===== config.mk =====
export PLATFORM = sky130hd
export DESIGN_NAME = tdes_round_seq
export DESIGN_NICKNAME = d
export VERILOG_FILES = /design/src/rtl/tdes_round_seq.sv
export SDC_FILE = /design/constraint.sdc
export NUM_CORES = 1
export LEC_CHECK = 0
export CAP_MARGIN = 20
export CORE_ASPECT_RATIO = 0.9
export CORE_MARGIN = 5
export CORE_UTILIZATION = 30
export DETAILED_ROUTE_END_ITERATION = 7
export PLACE_DENSITY = 0.56
export REMOVE_ABC_BUFFERS = 1
export SETUP_SLACK_MARGIN = 0.05
export SYNTH_ARGS = -nofsm -noshare
export SYNTH_HDL_FRONTEND = slang
export SYNTH_SLANG_ARGS = --single-unit

===== constraint.sdc =====
create_clock -name i_clk -period 2.9 [get_ports i_clk]
set_input_delay 0.58 -clock i_clk [delete_from_list [all_inputs] [get_ports i_clk]]
set_output_delay 0.58 -clock i_clk [all_outputs]
set_load 0.02 [all_outputs]

===== src/rtl/tdes_round_seq.sv =====
// tdes_round_seq -- control sequencer for an iterative triple-DES datapath.
// Walks one 64-bit block through LOAD, three DES passes of KEY + 16 ROUND
// cycles, a FINAL permutation cycle and a DONE hold until the result is
// acknowledged. All outputs are Moore decodes of state and counters.
// Optional feature: define TDES_KEYOPT2_EN to add i_keyopt2 (K3=K1 keying).
module tdes_round_seq (
  input  logic       i_clk,
  input  logic       i_n_rst,
  input  logic       i_start,
  input  logic       i_encrypt,
  input  logic       i_abort,
  input  logic       i_out_ack,
`ifdef TDES_KEYOPT2_EN
  input  logic       i_keyopt2,
`endif
  output logic       o_load_block,
  output logic       o_key_load,
  output logic [1:0] o_key_sel,
  output logic       o_round_en,
  output logic [3:0] o_subkey_idx,
  output logic [1:0] o_stage,
  output logic       o_fp_en,
  output logic       o_busy,
  output logic       o_out_valid
);

  typedef enum logic [2:0] {
    S_IDLE  = 3'd0,
    S_LOAD  = 3'd1,
    S_KEY   = 3'd2,
    S_ROUND = 3'd3,
    S_FINAL = 3'd4,
    S_DONE  = 3'd5
  } state_t;

  state_t     r_state;
  state_t     w_next;
  logic [1:0] r_stage;
  logic [3:0] r_round;
  logic       r_enc;
  logic       w_kopt2;
  logic       w_last_round;
  logic       w_pass_e;
  logic [1:0] w_key_base;

`ifdef TDES_KEYOPT2_EN
  logic       r_kopt2;

  // Keying option is captured alongside the direction when a block is accepted.
  always_ff @(posedge i_clk) begin
    if (!i_n_rst)
      r_kopt2 <= 1'b0;
    else if (r_state == S_IDLE && i_start)
      r_kopt2 <= i_keyopt2;
  end

  assign w_kopt2 = r_kopt2;
`else
  assign w_kopt2 = 1'b0;
`endif

  assign w_last_round = (r_round == 4'd15);

  // State register.
  always_ff @(posedge i_clk) begin
    if (!i_n_rst)
      r_state <= S_IDLE;
    else
      r_state <= w_next;
  end

  // Pass/round counters and captured direction; frozen outside ROUND so an
  // aborted or finished block leaves no effect once IDLE masks them.
  always_ff @(posedge i_clk) begin
    if (!i_n_rst) begin
      r_stage <= 2'd0;
      r_round <= 4'd0;
      r_enc   <= 1'b0;
    end else if (r_state == S_IDLE) begin
      if (i_start) begin
        r_stage <= 2'd0;
        r_round <= 4'd0;
        r_enc   <= i_encrypt;
      end
    end else if (r_state == S_ROUND && !i_abort) begin
      if (w_last_round) begin
        r_round <= 4'd0;
        if (r_stage != 2'd2)
          r_stage <= r_stage + 2'd1;
      end else begin
        r_round <= r_round + 4'd1;
      end
    end
  end

  // Next-state logic; abort out-ranks every other transition when busy.
  always_comb begin
    w_next = r_state;
    if (r_state != S_IDLE && i_abort) begin
      w_next = S_IDLE;
    end else begin
      case (r_state)
        S_IDLE:  if (i_start) w_next = S_LOAD;
        S_LOAD:  w_next = S_KEY;
        S_KEY:   w_next = S_ROUND;
        S_ROUND: if (w_last_round) w_next = (r_stage == 2'd2) ? S_FINAL : S_KEY;
        S_FINAL: w_next = S_DONE;
        S_DONE:  if (i_out_ack) w_next = S_IDLE;
        default: w_next = S_IDLE;
      endcase
    end
  end

  // Pass 1 always runs opposite to passes 0 and 2 (E-D-E / D-E-D).
  assign w_pass_e   = r_enc ^ (r_stage == 2'd1);
  // Encrypt walks K1,K2,K3; decrypt walks K3,K2,K1. r_stage never reaches 3.
  assign w_key_base = r_enc ? r_stage : (2'd2 - r_stage);

  // Moore output decode; everything is zero in IDLE.
  always_comb begin
    o_load_block = 1'b0;
    o_key_load   = 1'b0;
    o_key_sel    = 2'd0;
    o_round_en   = 1'b0;
    o_subkey_idx = 4'd0;
    o_stage      = 2'd0;
    o_fp_en      = 1'b0;
    o_busy       = 1'b0;
    o_out_valid  = 1'b0;
    if (r_state != S_IDLE) begin
      o_busy    = 1'b1;
      o_stage   = r_stage;
      o_key_sel = (w_kopt2 && w_key_base == 2'd2) ? 2'd0 : w_key_base;
    end
    case (r_state)
      S_LOAD:  o_load_block = 1'b1;
      S_KEY:   o_key_load   = 1'b1;
      S_ROUND: begin
        o_round_en   = 1'b1;
        o_subkey_idx = w_pass_e ? r_round : (4'd15 - r_round);
      end
      S_FINAL: o_fp_en      = 1'b1;
      S_DONE:  o_out_valid  = 1'b1;
      default: ;
    endcase
  end

endmodule


==> results.toml <==
[worst_setup_path]
path_max_fanout = 4
path_cells = "inv_1 > ha_1 > xnor2_2 > xnor2_1 > nor2_1 > clkdlybuf4s50_1"
worst_ep_arrival_time_ps = 2020
slowest_stage = "clkdlybuf4s50_1"
crit_type = "flop to output port"
cp_slowest_stage_delay_ps = 610
timing.rr.start = "r_state[2]$_SDFFE_PP0P_"
critPathCaptureType = "output port"
cp.required_ps = 2320
critPathLaunchType = "flop"
r2r_setup_slack_ps = 1260
worstRegToRegCells = 4
timing.rr.end = "r_state[0]$_SDFFE_PP0P_"

[routing]
routedWlPerCell_um = 13.46
drtAntennaViolNets = 0
vias = 760
drtPass1Iterations = 4
route.detailed.drc = 0
postRouteWirelength_mm = 1.884
post_drt_via_cell_ratio = 5.429
first_iter_violations = 31

[sta]
rsz0062_at_grt = "false"
hold_ws_ps = 515.5
max-slew-margin-rel_pct = 60.54
finClkSkew_ps = 3.511
finalHoldViolCount = 0
fin_crit_ps = 2604
setup-tns-final_ps = 0
tightest_slew_ps = 591.2
fin_crit_sh_pct = 89.81
max_freq_mhz = 384.0
setup_viol = 0
drv_slew = 0

[logic_synthesis]
synth_ff_type = "dfxtp_1"
synth_cells = 93
synth_top_family_by_area = "simple AND/OR/NAND/NOR gates"
seq_area_frac_synth_pct = 26.71
synth_area_um2 = 749.5
synth_fa_ha_area_share_pct = 5.008
avgSynthCellArea_um2 = 8.059
yosys.area_share.simple_pct = 40.57
synth.yosys.warnings = 0
synth_compound_area_share_pct = 12.52
synth-edff-count = 0
synthXorXnorAreaFrac_pct = 5.843
ys_seq_elements = 10
muxShareOfSynthArea_pct = 2.671
async_flop_share_pct = 0
ys_types = 36

[grt]
grt_max_degree = 19
grt_util_met3_pct = 3.937
antenna_found_initial = 0
grt_busiest_layer = "met2"
grtUsageMet1_pct = 14.00
grt_usage_pct = 10.59
grt.overflow.total = 0
grt_pass1_wl_mm = 3.187
grt_pass1_vias = 705
use_met2_pct = 17.16

[floorplan]
core_region_area_mm2 = 0.002425
start_util_pct = 30.91
row_count = 17
fp.dieW_um = 62.69
die_y_um = 57.42
dieArea_mm2 = 0.003599
io_pins = 20

[clocking]
postCtsSetupBuffers = 0
cts_buffers = 3
clk_pin_slew_ps = 70
clockBufferDepth = 2
h-tree-depth = 1
cts-root-buf = "clkbuf_4"
cts.sinks = 10
clock_latency_ps = 270
cts_tree = "yes"

[pwr]
clockPowerShare_pct = 36.2
vdd.ir_drop.worst_uv = 252.5
p_int_w = 0.0002552
combinationalPowerShare_pct = 23.7
switchingPower_w = 0.0001013
total_power_w = 0.0003565
power.density_mw_per_mm2 = 354.4
seq_power_share_pct = 40.2
switching_share_pct = 28.42
p_leak_nw = 0.3481

[cells_and_area]
drive_gt1_share_pct = 9.821
layout_commonest_cell = "clkdlybuf4s50_1"
fin_nets = 122
synthToLayoutAreaGrowth_pct = 34.22
num_antenna_cells = 0
final_cell_mix = "clkdlybuf4s50_1 (19), dfxtp_1 (10), nand3_1 (8)"

[min_path]
hold_start = "r_stage[1]$_SDFFE_PN0P_"
min_to = "r_stage[1]$_SDFFE_PN0P_"
hp-class = "flop to flop"
min_path_cells = 2

[placement]
portBuffers = 19
gp_congestion = 0.7745
dpl.hpwl_mm = 1.445

[run]
cap_violations = 0

[run_status]
status = "complete, no violations"
## worst max-delay path by stage
stage | start | endpoint | slack [ps] | cells past startpoint
final | r_stage[1]$_SDFFE_PN0P_ | o_subkey_idx[0] | 300 | 6
after global routing | r_stage[1]$_SDFFE_PN0P_ | o_subkey_idx[0] | 120 | 6
after CTS | r_stage[1]$_SDFFE_PN0P_ | o_subkey_idx[0] | 100 | 6
after detailed placement | r_stage[1]$_SDFFE_PN0P_ | o_subkey_idx[0] | 390 | 6
after global placement | r_stage[1]$_SDFFE_PN0P_ | o_subkey_idx[1] | 490 | 6
after floorplan | r_stage[1]$_SDFFE_PN0P_ | o_subkey_idx[0] | 970 | 5
## final cells by class
| cell class | instances | area, um^2 |
|---|---|---|
| inverter | 6 | 22.52 |
| sequential | 10 | 200.2 |
| clock buffer | 4 | 36.28 |
| multi-input combinational | 71 | 506.7 |
| tap | 28 | 35.03 |
| fill | 261 | 1419 |
| timing repair buffer | 21 | 205.2 |
## routing by layer
layer | routed length (um) | share of wire (%) | vias up
met5 | 0 | 0 | -
met4 | 0 | 0 | 0
met3 | 101 | 5.4 | 0
met2 | 825 | 44 | 17
met1 | 956 | 51 | 363
li1 | - | - | 380
## critical path, delay by kind of cell (launching register included)
kind | cells | cell delay (ps)
xor gates and xnor gates | 2 | 400
adders and majority gates | 1 | 210
buffers and inverters | 2 | 690
DFF | 1 | 370
and+or+nand+nor | 1 | 90
## sequential cells by signal (all words and copies together) (netlist names)
register,count
r_state,3
r_round,4
r_enc,1
r_stage,2
## kinds of logic after synthesis
| kind of cell | after synthesis |
|---|---|
| compound gates | 13 |
| mux | 2 |
| flops | 10 |
| xor+xnor | 5 |
| simple gates | 48 |
| fa+ha+maj | 3 |
| buf+inv | 12 |
## power groups by stage
stage	Sequential, W	Combinational [W]	Clock [W]
5_1_grt	0.000144	0.0000912	0.000140
4_1_cts	0.000143	0.0000840	0.000132
6_report	0.000143	0.0000844	0.000129
3_5_place_dp	0.000146	0.0000836	0
3_3_place_gp	0.000146	0.0000841	0
2_1_floorplan	0.000153	0.0000404	0
## what timing repair did
action | CTS | global route
endpoints found under the setup margin | 0 | 4
hold buffers | 0 | 0
gates resized for setup | 0 | 1
endpoints found under the hold margin | 0 | 0
## per-stage QoR
step           util (%)  setup slack, ps  instances  cell area [um^2]
2_1_floorplan         -            973.6         87             721.9
3_3_place_gp      39.68            492.0        136             962.2
3_5_place_dp      39.68            394.4        136             962.2
4_1_cts           41.18            95.84        140             998.5
5_1_grt           41.49            123.0        140              1006
6_report          41.49            295.5        140              1006
## cells in the mapped netlist (2+ instances only)
| cell | instances | area (um^2) |
|---|---|---|
| nor3b_1 | 5 | 37.54 |
| o311ai_0 | 2 | 17.52 |
| xnor2_1 | 5 | 43.79 |
| and3_1 | 2 | 12.51 |
| dfxtp_1 | 10 | 200.2 |
| mux2i_1 | 2 | 20.02 |
| or4_1 | 2 | 15.01 |
| nand2_1 | 5 | 18.77 |
| nand3_1 | 8 | 40.04 |
| clkbuf_1 | 4 | 15.01 |
| nand4_1 | 2 | 12.51 |
| ha_1 | 3 | 37.54 |
| nand4b_1 | 4 | 35.03 |
| a21oi_1 | 5 | 25.02 |
| nand3b_1 | 2 | 15.01 |
| nor2_1 | 7 | 26.28 |
| inv_1 | 5 | 18.77 |
| nor2b_1 | 2 | 12.51 |
No activity file was read; power rests on OpenSTA's default activity.
